===== config.mk =====
export PLATFORM = sky130hd
export DESIGN_NAME = ifu_prefetch
export DESIGN_NICKNAME = d
export VERILOG_FILES = /design/src/rtl/ifu_prefetch.sv
export SDC_FILE = /design/constraint.sdc
export NUM_CORES = 1
export LEC_CHECK = 0
export ABC_CLOCK_PERIOD_IN_PS = 10900
export CAP_MARGIN = 20
export CORE_MARGIN = 4
export CORE_UTILIZATION = 50
export CTS_BUF_LIST = sky130_fd_sc_hd__clkbuf_4 sky130_fd_sc_hd__clkbuf_8 sky130_fd_sc_hd__clkbuf_16
export DETAILED_ROUTE_END_ITERATION = 10
export PLACE_DENSITY = 0.84
export SLEW_MARGIN = 20
export SYNTH_ARGS = -nofsm -noshare
export SYNTH_HDL_FRONTEND = slang
export SYNTH_SLANG_ARGS = --single-unit

===== constraint.sdc =====
create_clock -name clk -period 10.9 [get_ports clk]
set_input_delay 1.09 -clock clk [delete_from_list [all_inputs] [get_ports clk]]
set_output_delay 1.09 -clock clk [all_outputs]
set_load 0.02 [all_outputs]

===== src/rtl/ifu_prefetch.sv =====
// Instruction fetch unit with a decoupled prefetch FIFO. Runs ahead of decode over a req/ack
// instruction-memory handshake; redirects flush the queue and restart fetch at the target.
module ifu_prefetch #(
  parameter logic [31:0] RESET_PC   = 32'h0000_3000,
  parameter logic [31:0] EXC_VECTOR = 32'h0000_4180,
  parameter int unsigned DEPTH      = 4
) (
  input  logic        clk,
  input  logic        reset,
  output logic        imem_req,
  output logic [31:0] imem_addr,
  input  logic        imem_ack,
  input  logic [31:0] imem_rdata,
  output logic        ins_valid,
  output logic [31:0] ins,
  output logic [31:0] ins_pc,
  input  logic        ins_ready,
  input  logic [2:0]  redirect_sel,
  input  logic [31:0] redirect_base,
  input  logic [25:0] redirect_imm,
  input  logic [31:0] rs_data,
  input  logic [29:0] epc
);

  localparam int unsigned PtrW = (DEPTH > 1) ? $clog2(DEPTH) : 1;
  localparam logic [PtrW:0] Full = (PtrW + 1)'(DEPTH);

  localparam logic [1:0] StRun   = 2'd0;
  localparam logic [1:0] StWait  = 2'd1;
  localparam logic [1:0] StFlush = 2'd2;

  logic [1:0]      state_q, state_d;
  logic [31:0]     fpc_q, fpc_d;
  logic [31:0]     req_addr_q, req_addr_d;
  logic [PtrW-1:0] rd_ptr_q, rd_ptr_d, wr_ptr_q, wr_ptr_d;
  logic [PtrW:0]   count_q, count_d;
  logic [31:0]     ins_mem_q [DEPTH];
  logic [31:0]     pc_mem_q  [DEPTH];

  logic        redirect, push, pop;
  logic [31:0] pc_plus4, target;

  assign redirect = (redirect_sel >= 3'd1) && (redirect_sel <= 3'd5);

  always_comb begin
    pc_plus4 = redirect_base + 32'd4;
    case (redirect_sel)
      3'd1:    target = pc_plus4 + {{14{redirect_imm[15]}}, redirect_imm[15:0], 2'b00};
      3'd2:    target = {pc_plus4[31:28], redirect_imm, 2'b00};
      3'd3:    target = rs_data & 32'hFFFF_FFFC;
      3'd4:    target = {epc, 2'b00};
      default: target = EXC_VECTOR;
    endcase
  end

  // Request is gated by reset so memory never sees a fetch while reset is held.
  always_comb begin
    imem_req  = 1'b0;
    imem_addr = fpc_q;
    case (state_q)
      StRun:   imem_req = (count_q < Full);
      StWait, StFlush: begin
        imem_req  = 1'b1;
        imem_addr = req_addr_q;
      end
      default: imem_req = 1'b0;
    endcase
    if (reset) imem_req = 1'b0;
  end

  assign ins_valid = (count_q != '0);
  assign ins       = ins_mem_q[rd_ptr_q];
  assign ins_pc    = pc_mem_q[rd_ptr_q];

  assign push = imem_req & imem_ack & (state_q != StFlush) & ~redirect;
  assign pop  = ins_valid & ins_ready & ~redirect;

  always_comb begin
    state_d    = state_q;
    fpc_d      = fpc_q;
    req_addr_d = (state_q == StRun) ? fpc_q : req_addr_q;
    rd_ptr_d   = rd_ptr_q;
    wr_ptr_d   = wr_ptr_q;
    count_d    = count_q;
    if (redirect) begin
      fpc_d    = target;
      rd_ptr_d = '0;
      wr_ptr_d = '0;
      count_d  = '0;
      // An unacknowledged request must still be drained before the target is fetched.
      state_d  = (imem_req & ~imem_ack) ? StFlush : StRun;
    end else begin
      if (push) begin
        wr_ptr_d = wr_ptr_q + PtrW'(1);
        fpc_d    = fpc_q + 32'd4;
      end
      if (pop) rd_ptr_d = rd_ptr_q + PtrW'(1);
      count_d = count_q + {{PtrW{1'b0}}, push} - {{PtrW{1'b0}}, pop};
      case (state_q)
        StRun:           if (imem_req && !imem_ack) state_d = StWait;
        StWait, StFlush: if (imem_ack) state_d = StRun;
        default:         state_d = StRun;
      endcase
    end
  end

  always_ff @(posedge clk or posedge reset) begin
    if (reset) begin
      state_q    <= StRun;
      fpc_q      <= RESET_PC;
      req_addr_q <= RESET_PC;
      rd_ptr_q   <= '0;
      wr_ptr_q   <= '0;
      count_q    <= '0;
    end else begin
      state_q    <= state_d;
      fpc_q      <= fpc_d;
      req_addr_q <= req_addr_d;
      rd_ptr_q   <= rd_ptr_d;
      wr_ptr_q   <= wr_ptr_d;
      count_q    <= count_d;
    end
  end

  always_ff @(posedge clk or posedge reset) begin
    if (reset) begin
      for (int i = 0; i < DEPTH; i++) begin
        ins_mem_q[i] <= '0;
        pc_mem_q[i]  <= '0;
      end
    end else if (push) begin
      ins_mem_q[wr_ptr_q] <= imem_rdata;
      pc_mem_q[wr_ptr_q]  <= imem_addr;
    end
  end

endmodule


## After elaboration in Yosys (flattened, before gate mapping)

Index checks and enable logic that the tools add are counted.

- Register bits: 329

- Add/sub/neg operators: 7
- Eq/ne operators: 9
- Order comparisons: 6
- Reduce and logical (&&, ||, !) cells: 10
- Bitwise gates (word level): 10
- Multiplexer cells: 26

Operator list:

| kind | number |
|---|---|
| $bwmux 128 | 2 |
| $mux 32 | 8 |
| $bmux 32 s2 | 2 |
| $pmux 32 s4 | 1 |
| $add 32x3->32 const B | 2 |
| $demux 32 s2 | 1 |
| $add 32x32->32 | 1 |
| $mux 2 | 8 |
| $and 1x1->1 | 6 |
| $eq 3x2->1 const B | 2 |
| $ge 3x3->1 const B | 2 |
| $not 2->3 | 2 |
| $add 2x1->2 const B | 2 |
| $pmux 2 s2 | 1 |
| $reduce_bool 2->1 | 2 |
| $add 3x1->3 | 1 |
| $eq 3x1->1 const B | 1 |
| $eq 3x3->1 const B | 1 |
| $ge 3x1->1 const B | 1 |
| $le 3x3->1 const B | 1 |
| $logic_and 1x1->1 | 3 |
| $lt 3x1->1 const B | 1 |
| $lt 3x3->1 const B | 1 |
| $mux 3 | 1 |
| other kinds (14) | 15 |

## Depth between registers and ports, before layout

Gate-level depths: netlist (run 1).

- Word-level depth: 10
- Mapped depth: 16
- Depth with buffers taken out: 15

## Worst setup path after synthesis (run 1)

Ideal clock, no wire load.

- Path kind: input -> register
- Start point: in redirect_base[5]
- End point: reg fpc_q[30]
- Arrival: 3655 ps
- Stages on the path: 13
- Path slack: 7122 ps
- Path through: nand4_1 > or3_1 > nor2_1 > and3_1 > xor2_1 > ha_1 > a21oi_1 > o21ai_0 > a31oi_2 > o31ai_4 > a311oi_4 > o21ai_1 > a211o_1

- Cells in the longest elaborated chain, start to end: 4

RTL lines:

| what | line | source |
|---|---|---|
| start: declaration | 19 | `input logic [31:0] redirect_base,` |
| $add 32x3->32 * | 46 | `pc_plus4 = redirect_base + 32'd4;` |
| $add 32x32->32 | 48 | `3'd1: target = pc_plus4 + {{14{redirect_imm[15]}}, redirect_imm[15:0], 2'b00};` |
| $pmux 32 s4 * | 47 | `case (redirect_sel)` |
| $mux 32 * | 85 | `if (redirect) begin` |
| end signal: assignment | 117 | `fpc_q <= fpc_d;` |
| end: declaration | 33 | `logic [31:0] fpc_q, fpc_d;` |

Mark *: on every way between the ends. The rest lies on a longest branch, timed or not.
A chain may end at the register's enable or synchronous reset.

## Worst setup path after layout (run 1)

- Start point: reg state_q[0]
- End point: reg ins_mem_q[88] (netlist bit)

- Cells in the longest elaborated chain, start to end: 7
- Elaborated cells on any way between the ends: 10
- Those cells by class: 3 x eq/ne; 2 x mux; 3 x bitwise; 2 x reduce/logical

RTL lines:

| what | line | source |
|---|---|---|
| start: declaration | 32 | `logic [1:0] state_q, state_d;` |
| start signal: assignment | 109 | `state_q <= StRun;` |
| start signal: assignment | 116 | `state_q <= state_d;` |
| $eq 2x1->1 or $eq 2x2->1 (tied branches) | 60 | `case (state_q)` |
| $reduce_or 2->1 | 60 |  |
| $pmux 1 s2 | 60 |  |
| $mux 1 | 68 | `if (reset) imem_req = 1'b0;` |
| $and 1x1->1 | 75 | `assign push = imem_req & imem_ack & (state_q != StFlush) & ~redirect;` |
| $and 1x1->1 * (2 in series) | 75 |  |
| end signal: indexed assignment | 132 | `ins_mem_q[wr_ptr_q] <= imem_rdata;` |
| end: declaration | 37 | `logic [31:0] ins_mem_q [DEPTH];` |

Marked as above.

==> key figures, run 1 <==
Critical path
  – CP Capture Type: flop
  – CP required: 11.28 ns
  – Critical path's slowest cell: ha_2
  – Crit-path max FO: 63
  – Buf+Inv Stages, Crit Path: 3
  – Startpoint types: flop
  – Top delay family on crit path: simple AND/OR/NAND/NOR gates
  – Critical path class: flop to flop
  – Crit path DAT: 4.96 ns
  – Cells along the critical path: inv_1, ha_2, o21ai_1, inv_2, nand3_1, nor2_1, nand2_4, buf_4, mux2_2
  – Slowest cell delay on critical path: 1.01 ns

Clock tree
  – H-Tree Depth: 2
  – Clock buffer depth: 3
  – Skew-Pair Late Insertion Delay: 0.50 ns
  – CTS resizes: 0
  – CTS tree: done
  – CTS buffer count: 35
  – Hold-fix buffers, CTS: 0
  – Setup Fix Bufs, Post-CTS: 0
  – Root Buffer: clkbuf_16
  – Num Clock Sinks: 329
  – CTS clk-pin slew, worst paths: 0.06 ns

Synth
  – Cell Area, Synth: 0.01780 sq mm
  – EDFF count, synth: 0
  – Ys async rst share: 100.0%
  – Number of synthesis warnings: 0
  – Flops & latches, synth: 329
  – Post-synth cell types: 81
  – Seq/Total Area, Yosys: 46.29%
  – Net Count, Synth: 1830
  – Primary FF master, synth: dfrtp_1
  – Syn avg cell area: 10.96 sq um
  – Post-Syn Instances: 1624

Timing
  – Period utilization: 42.04%
  – Hold Slack: 0.4734 ns
  – Setup-failing EPs final: 0
  – Final Max Slew Viols: 0
  – Worst slew pin tran: 1.022 ns
  – Minimum clock period: 4.583 ns
  – Upper clock frequency limit: 218.2 MHz
  – RSZ-0062 raised after global routing: false
  – Relative slew slack: 31.85%
  – Setup TNS: 0 ns
  – Fin Clk Skew: 0.01065 ns
  – Fin. Hold Viols: 0

Layout
  – Storage element area: 0.008243 sq mm
  – Area of the multi-input gates: 0.008956 sq mm
  – Area Overhead vs Synth: 22.43%
  – Commonest non-fill, non-tap cell in the layout: dfrtp_1
  – Layout cells sized above 1: 18.29%
  – Fin nets: 2042
  – Most frequent cells in the layout: dfrtp_1, clkdlybuf4s50_1, nand2_1, mux2_2, o21ai_0
  – Fillers: 2669

Flow run
  – Max-Cap Viols: 0

Placed design
  – GP Congestion: 0.9598
  – IO Port Bufs: 254
  – Hpwl dp: 33120 um

Global route
  – First-pass GRT wire length: 74780 um
  – Overall routing resource usage: 23.75%
  – Via count of the first global-routing pass: 13880
  – Antenna violations before repair: 2
  – Grt ovf: 0
  – Pin count of the biggest net entering global routing: 95

Die
  – Die width: 196.7 um
  – Die area: 0.03868 sq mm
  – Ports: 257
  – Core area: 0.03480 sq mm
  – Core Rows: 68
  – Initial core utilization: 51.14%
  – Die Ht: 196.7 um

Drt
  – Vias per cell: 5.905
  – Final ANT Viol Nets: 0
  – DRC: 0
  – DR WL/cell: 20.31 um
  – Iteration-0 DRC Markers: 1078
  – Drt pass-1 iters: 5
  – Routed Wire Length: 47010 um
  – Via total after detailed routing: 13670

Outcome
  – Status: complete, no violations

Power and ir drop
  – Pwr/cell area: 177.6 mW/mm^2
  – Tot Pwr: 3870 uW
  – Leakage power: 0.009670 uW
  – Max VDD drop: 0.1679 mV

Hold path
  – Min-Delay Path Class: flop to flop
-- cell usage after synthesis, types with 7 or more instances --
cell      instances  share of area, %
or3_1             7              0.25
mux2i_1          49               2.8
o22ai_1          16              0.56
xnor2_1          32               1.6
nor2_1           71               1.5
buf_1            13              0.27
nand2_1         203               4.3
xor2_1           30               1.5
nand4_1          20              0.70
and2_1            8              0.28
a21oi_1          68               1.9
nor3_1           13              0.37
dfrtp_1         325                46
mux2_2          165                10
o21ai_0         161               4.5
o21ai_1          10              0.28
and3_1           17              0.60
a21o_1           13              0.55
ha_1             45               3.2
inv_1            58               1.2
mux4_2           64               8.1
nand3_1          27              0.76
clkbuf_1         37              0.78
buf_2            45               1.3
and4_1            7              0.34
a31oi_1          17              0.60
-- worst paths after layout --
kind	slack, ns	cells after the start	to	start
setup / recovery	6.32	9	ins_mem_q[88]$_DFFE_PP0P_	state_q[0]$_DFFE_PP0P_
hold / removal	0.47	2	pc_mem_q[58]$_DFFE_PP0P_	pc_mem_q[58]$_DFFE_PP0P_
setup reg to reg	6.32	9	ins_mem_q[88]$_DFFE_PP0P_	state_q[0]$_DFFE_PP0P_
hold reg to reg	0.47	2	pc_mem_q[58]$_DFFE_PP0P_	pc_mem_q[58]$_DFFE_PP0P_
max in group asynchronous	7.42	4	rd_ptr_q[1]$_DFFE_PP0P_	reset
min in group asynchronous	1.11	2	pc_mem_q[62]$_DFFE_PP0P_	reset
-- registers in the layout (all words and copies together), names as in the netlist --
register,flops
req_addr_q,32
fpc_q,32
wr_ptr_q,2
pc_mem_q,128
ins_mem_q,128
state_q,2
rd_ptr_q,2
count_q,3
-- layer usage --
layer | track usage [%] | routed length (um)
met2 | 39.40 | 22660
met1 | 32.25 | 19650
met3 | 4.718 | 3520
met4 | 6.574 | 1162
met5 | 0 | 20
-- metrics by stage --
| step | std cells | area [sq um] | worst slack (ns) | utilization, % |
|---|---|---|---|---|
| finish | 2315 | 21790 | 6.317 | 62.62 |
| global route | 2314 | 21790 | 6.011 | 62.61 |
| CTS | 2314 | 21780 | 6.344 | 62.59 |
| detailed placement | 2254 | 20660 | 5.936 | 59.38 |
| global placement | 2254 | 20660 | 5.961 | 59.38 |
| floorplan | 1624 | 17800 | 0.7052 | - |
-- power by group --
part           leakage, uW  internal (uW)  switching, uW
clock             0.000571            680            464
sequential         0.00438           1420            121
combinational      0.00472            589            600
-- worst register-to-register path, stage by stage (launching register included) --
cell and delay (ns):
dfrtp_1 0.40, inv_1 0.08, ha_2 1.01, o21ai_1 0.27
inv_2 0.13, nand3_1 0.48, nor2_1 0.79, nand2_4 0.39
buf_4 0.49, mux2_2 0.42
-- kinds of logic (layout without fill, tap and decap cells) --
kind of cell,Yosys count,in the layout,synth area share (%)
simple gates,396,396,10.07
compound gates,356,356,12.21
flops,329,329,46.29
mux,279,279,21.38
buf+inv,155,390,3.607
xor+xnor,62,62,3.051
fa+ha+maj,47,47,3.389
other cells,0,1,0
-- cell type report --
type                       count  area share (%)
multi-input combinational   1140           41.10
sequential                   329           37.83
timing repair buffer         271           12.27
clock buffer                  51           4.904
tap                          455           2.613
inverter                      59           1.051
clock inverter                 9          0.2239
antenna                        1         0.01148
Power figures use the tool's default switching activity.
==> run 2: changes to the inputs <==
ABC_CLOCK_PERIOD_IN_PS = 3850   (was 10900)
clock period = 3.85 ns   (was 10.9 ns; I/O delays follow)
==> run 2 against run 1 <==
Compared with the run above:
- global-route usage grew 0.80 points
- die area stayed put
- via count grew 0.55%
- flip-flop and latch count unchanged
- sequential power rose to 2.8 times the previous value
- final area increased by 2.8%
- core utilization is 1.8 points higher
- non-clock buffer count rose by 54
- critical path depth is 3 lower
- sequential share of layout area fell by 1.0 points
- clock skew grew 0.0073 ns
- critical endpoint is now imem_addr[29]
- largest power group unchanged
==> key figures, run 2 (synthesis results as in run 1) <==
Timing
  – Final Max Slew Viols: 0
  – Hold Slack: 0.4739 ns
  – Setup-failing EPs final: 0
  – Period utilization: 92.78%
  – Fin. Hold Viols: 0
  – Minimum clock period: 3.572 ns
  – Worst slew pin tran: 0.8421 ns
  – Fin Clk Skew: 0.01800 ns
  – Relative slew slack: 43.74%
  – Upper clock frequency limit: 279.9 MHz
  – RSZ-0062 raised after global routing: false

Die
  – Die area: 0.03868 sq mm
  – Ports: 257
  – Initial core utilization: 51.14%
  – Die width: 196.7 um
  – Die Ht: 196.7 um
  – Core Rows: 68
  – Core area: 0.03480 sq mm

Drt
  – Iteration-0 DRC Markers: 799
  – Vias per cell: 5.807
  – Drt pass-1 iters: 6
  – Via total after detailed routing: 13740
  – DR WL/cell: 20.18 um
  – DRC: 0
  – Routed Wire Length: 47760 um
  – Final ANT Viol Nets: 0

Hold path
  – Min-Delay Path Class: flop to flop

Clock tree
  – Setup Fix Bufs, Post-CTS: 0
  – Root Buffer: clkbuf_16
  – CTS clk-pin slew, worst paths: 0.06 ns
  – CTS buffer count: 35
  – CTS resizes: 0
  – H-Tree Depth: 2
  – Skew-Pair Late Insertion Delay: 0.51 ns
  – Hold-fix buffers, CTS: 0
  – Num Clock Sinks: 329
  – CTS tree: done
  – Clock buffer depth: 3

Power and ir drop
  – Leakage power: 0.01000 uW
  – Max VDD drop: 0.4087 mV
  – Tot Pwr: 11230 uW
  – Pwr/cell area: 501.4 mW/mm^2

Placed design
  – Hpwl dp: 35180 um
  – GP Congestion: 0.9198
  – IO Port Bufs: 254
  – Dpl cell area: 0.02121 sq mm

Global route
  – Grt met1 use: 32.32%
  – Antenna violations before repair: 4
  – Grt peak-use layer: met2
  – Grt met2 use: 42.37%
  – Pin count of the biggest net entering global routing: 105
  – Grt ovf: 0
  – Met3 Usage GRT: 4.154%
  – Via count of the first global-routing pass: 14520
  – Overall routing resource usage: 24.55%
  – First-pass GRT wire length: 77340 um

Layout
  – Commonest non-fill, non-tap cell in the layout: dfrtp_1
  – Area Overhead vs Synth: 25.88%
  – Most frequent cells in the layout: dfrtp_1, clkdlybuf4s50_1, nand2_1, mux2_2, o21ai_0
  – Fillers: 2673
  – Fin nets: 2096
  – Ant. Diodes: 0
  – Final Cell Area: 0.02240 sq mm
  – Layout cells sized above 1: 20.55%
  – Area of the multi-input gates: 0.008956 sq mm
  – Regs by FF count: ins_mem_q x128, pc_mem_q x128
  – Storage element area: 0.008243 sq mm

Critical path
  – CP Capture Type: output pin
  – CP most frequent cell: inv_1
  – Slowest cell delay on critical path: 0.71 ns
  – CP required: 3.46 ns
  – Critical path class: flop to output pin
  – Buf+Inv Stages, Crit Path: 4
  – Top delay family on crit path: buffers and inverters
  – Crit path DAT: 3.19 ns
  – Critical path's slowest cell: ha_2
  – Cells along the critical path: inv_1, ha_2, buf_12, mux2i_1, inv_1, clkdlybuf4s50_1
  – Startpoint types: flop
  – Crit-path max FO: 20

Outcome
  – Status: complete, no violations

Flow run
  – Max-Cap Viols: 0
## run 2: changes by cell type in the layout (fill, tap and decap cells not counted), sizes merged
cell and change:
diode -1, clkinvlp +2, bufinv +3, clkinv -4, buf +54, clkbuf -2
## run 2: through the flow
step	TNS, ns	util (%)	instances	worst slack (ns)
after detailed placement	-0.02711	60.96	2308	-0.02711
after global routing	0	64.38	2367	0.1030
after floorplan	-300.44	-	1624	-0.9244
after CTS	0	64.38	2367	0.2708
final	0	64.38	2367	0.2778
after global placement	0	60.96	2308	0.02722
## run 2: tightest hold or removal path, cell delays in order, from the launching register on
cell and delay, ns:
dfrtp_1 0.34, nand2_1 0.04, o21ai_0 0.06
## run 2: where the power goes
part | total [uW] | leakage [uW] | internal, uW | switching, uW
registers | 4350 | 0.00438 | 4010 | 345
clock network | 3440 | 0.000594 | 2110 | 1330
logic | 3440 | 0.00503 | 1720 | 1720
## run 2: final timing paths
path,slack [ns],cells past startpoint,from,to
setup / recovery,0.28,6,state_q[0]$_DFFE_PP0P_,imem_addr[29]
hold / removal,0.47,2,pc_mem_q[15]$_DFFE_PP0P_,pc_mem_q[15]$_DFFE_PP0P_
setup reg to reg,0.75,13,state_q[0]$_DFFE_PP0P_,count_q[2]$_DFF_PP0_
hold reg to reg,0.47,2,pc_mem_q[15]$_DFFE_PP0P_,pc_mem_q[15]$_DFFE_PP0P_
max in group asynchronous,2.61,3,reset,pc_mem_q[90]$_DFFE_PP0P_
min in group asynchronous,0.56,3,reset,state_q[1]$_DFFE_PP0P_
## run 2: per-layer routing
layer	vias up	wire, um
met3	97	3246
met2	473	23400
met5	-	45
met4	6	1268
li1	6392	-
met1	6776	19800
## run 2: area by class of cell
type / count / share of cell area [%]
inverters: 59 / 1.005
multi-input cells: 1140 / 39.98
repair buffers: 325 / 14.38
flip-flops and latches: 329 / 36.79
clock buffers: 49 / 4.703
well taps: 455 / 2.541
clock inverters: 10 / 0.6032
==> run 3: changes to the inputs <==
GPL_ROUTABILITY_DRIVEN = 0   (was default)
==> run 3 against run 2 <==
Compared with the run above:
- clock skew grew 0.0016 ns
- sequential share of layout area grew 0.17 points
- hold slack lost 0.16 ns
- flip-flop and latch count is the same
- count of clock-buffer cells in the layout shrank 3
- setup slack lost 0.090 ns
- non-clock buffer count shrank 7
- fmax shrank 2.5%
- clock power shrank 3%
==> key figures, run 3 (synthesis results as in run 1) <==
Layout
  – Layout cells sized above 1: 20.35%
  – Commonest non-fill, non-tap cell in the layout: dfrtp_1
  – Regs by FF count: ins_mem_q x128, pc_mem_q x128
  – Most frequent cells in the layout: dfrtp_1, clkdlybuf4s50_1, nand2_1, mux2_2, o21ai_0
  – Ant. Diodes: 0
  – Final std cells w/o fill: 2362
  – Fin nets: 2089
  – Fillers: 2622
  – Final Cell Area: 0.02230 sq mm
  – Area Overhead vs Synth: 25.32%

Hold path
  – Min-Delay Path Class: primary input to async pin

Drt
  – Via total after detailed routing: 13920
  – WL met3: 3722 um
  – Drt pass-1 iters: 5
  – Wl on met1: 19100 um
  – Vias per cell: 5.895
  – DRC: 0
  – Iteration-0 DRC Markers: 965
  – Final ANT Viol Nets: 0
  – Routed Wire Length: 47400 um
  – Routed met2 length: 23120 um
  – Top sig layer: met5
  – DR WL/cell: 20.07 um

Critical path
  – Crit-path max FO: 19
  – CP required: 3.46 ns
  – Critical path class: flop to output pin
  – CP Capture Type: output pin
  – Startpoint types: flop
  – Crit path DAT: 3.28 ns

Die
  – Die Ht: 196.7 um
  – Initial core utilization: 51.14%
  – Ports: 257
  – Core area: 0.03480 sq mm
  – Core Rows: 68
  – Die width: 196.7 um
  – Die area: 0.03868 sq mm

Timing
  – RSZ-0062 raised after global routing: false
  – Setup-failing EPs final: 0
  – Upper clock frequency limit: 273.0 MHz
  – Relative slew slack: 47.67%
  – Minimum clock period: 3.662 ns
  – Period utilization: 95.13%
  – Fin Clk Skew: 0.01959 ns
  – Fin. Hold Viols: 0
  – Worst slew pin tran: 0.7631 ns
  – Hold Slack: 0.3102 ns
  – Final Max Slew Viols: 0

Global route
  – Overall routing resource usage: 24.07%
  – Grt ovf: 0
  – First-pass GRT wire length: 76250 um
  – Antenna violations before repair: 1
  – Via count of the first global-routing pass: 14530
  – Pin count of the biggest net entering global routing: 142

Power and ir drop
  – Tot Pwr: 11120 uW
  – Pwr/cell area: 498.7 mW/mm^2
  – Max VDD drop: 0.4498 mV
  – Leakage power: 0.009937 uW

Placed design
  – Dpl cell area: 0.02115 sq mm
  – IO Port Bufs: 254
  – Placed cells: 2301
  – Hpwl dp: 34610 um

Clock tree
  – CTS resizes: 0
  – Root Buffer: clkbuf_16
  – Num Clock Sinks: 329
  – CTS buffer count: 35
  – CTS tree: done
  – CTS clk-pin slew, worst paths: 0.06 ns
  – Clock buffer depth: 3
  – H-Tree Depth: 2
  – Hold-fix buffers, CTS: 0
  – Setup Fix Bufs, Post-CTS: 0
  – Skew-Pair Late Insertion Delay: 0.50 ns

Flow run
  – Max-Cap Viols: 0

Outcome
  – Status: complete, no violations
## run 3: through the flow
stage	worst slack, ns	utilization [%]	setup TNS [ns]
4_1_cts	0.2226	64.09	0
3_5_place_dp	0.05331	60.78	0
2_1_floorplan	-0.9244	-	-300.44
5_1_grt	0.05068	64.09	0
3_3_place_gp	0.04019	60.78	0
6_report	0.1876	64.09	0
## run 3: path summary, 6_finish.rpt
path	start	to	slack, ns	cells past startpoint
setup / recovery	state_q[1]$_DFFE_PP0P_	imem_addr[29]	0.19	6
hold / removal	reset	state_q[1]$_DFFE_PP0P_	0.31	2
setup reg to reg	state_q[1]$_DFFE_PP0P_	pc_mem_q[72]$_DFFE_PP0P_	0.77	12
hold reg to reg	pc_mem_q[31]$_DFFE_PP0P_	pc_mem_q[31]$_DFFE_PP0P_	0.48	2
max in group asynchronous	reset	ins_mem_q[117]$_DFFE_PP0P_	2.53	3
min in group clk	pc_mem_q[31]$_DFFE_PP0P_	pc_mem_q[31]$_DFFE_PP0P_	0.48	2
## run 3: cell type report
type	instances	area, sq um	area share, %
clock buffer	46	1018	4.567
clock inverter	15	135.1	0.6059
inverter	59	225.2	1.010
multi-input combinational	1140	8956	40.16
sequential	329	8243	36.96
tap	455	569.3	2.553
timing repair buffer	318	3156	14.15
## run 3: worst max-delay path, stage by stage (launching register included)
cell	delay [ns]
dfrtp_1	0.43
inv_1	0.07
ha_2	0.70
buf_12	0.25
mux2i_1	0.55
inv_1	0.18
clkdlybuf4s50_1	0.58
## run 3: layer usage
metal | vias up | global-route usage (%)
met5 | - | 0
met4 | 2 | 7.653
met3 | 98 | 4.718
met2 | 604 | 41.20
met1 | 6817 | 31.18
li1 | 6403 | -
## run 3: power breakdown
part / total, uW / switching [uW] / internal (uW)
clock: 3340 / 1340 / 2000
combinational: 3430 / 1710 / 1710
sequential: 4360 / 350 / 4010
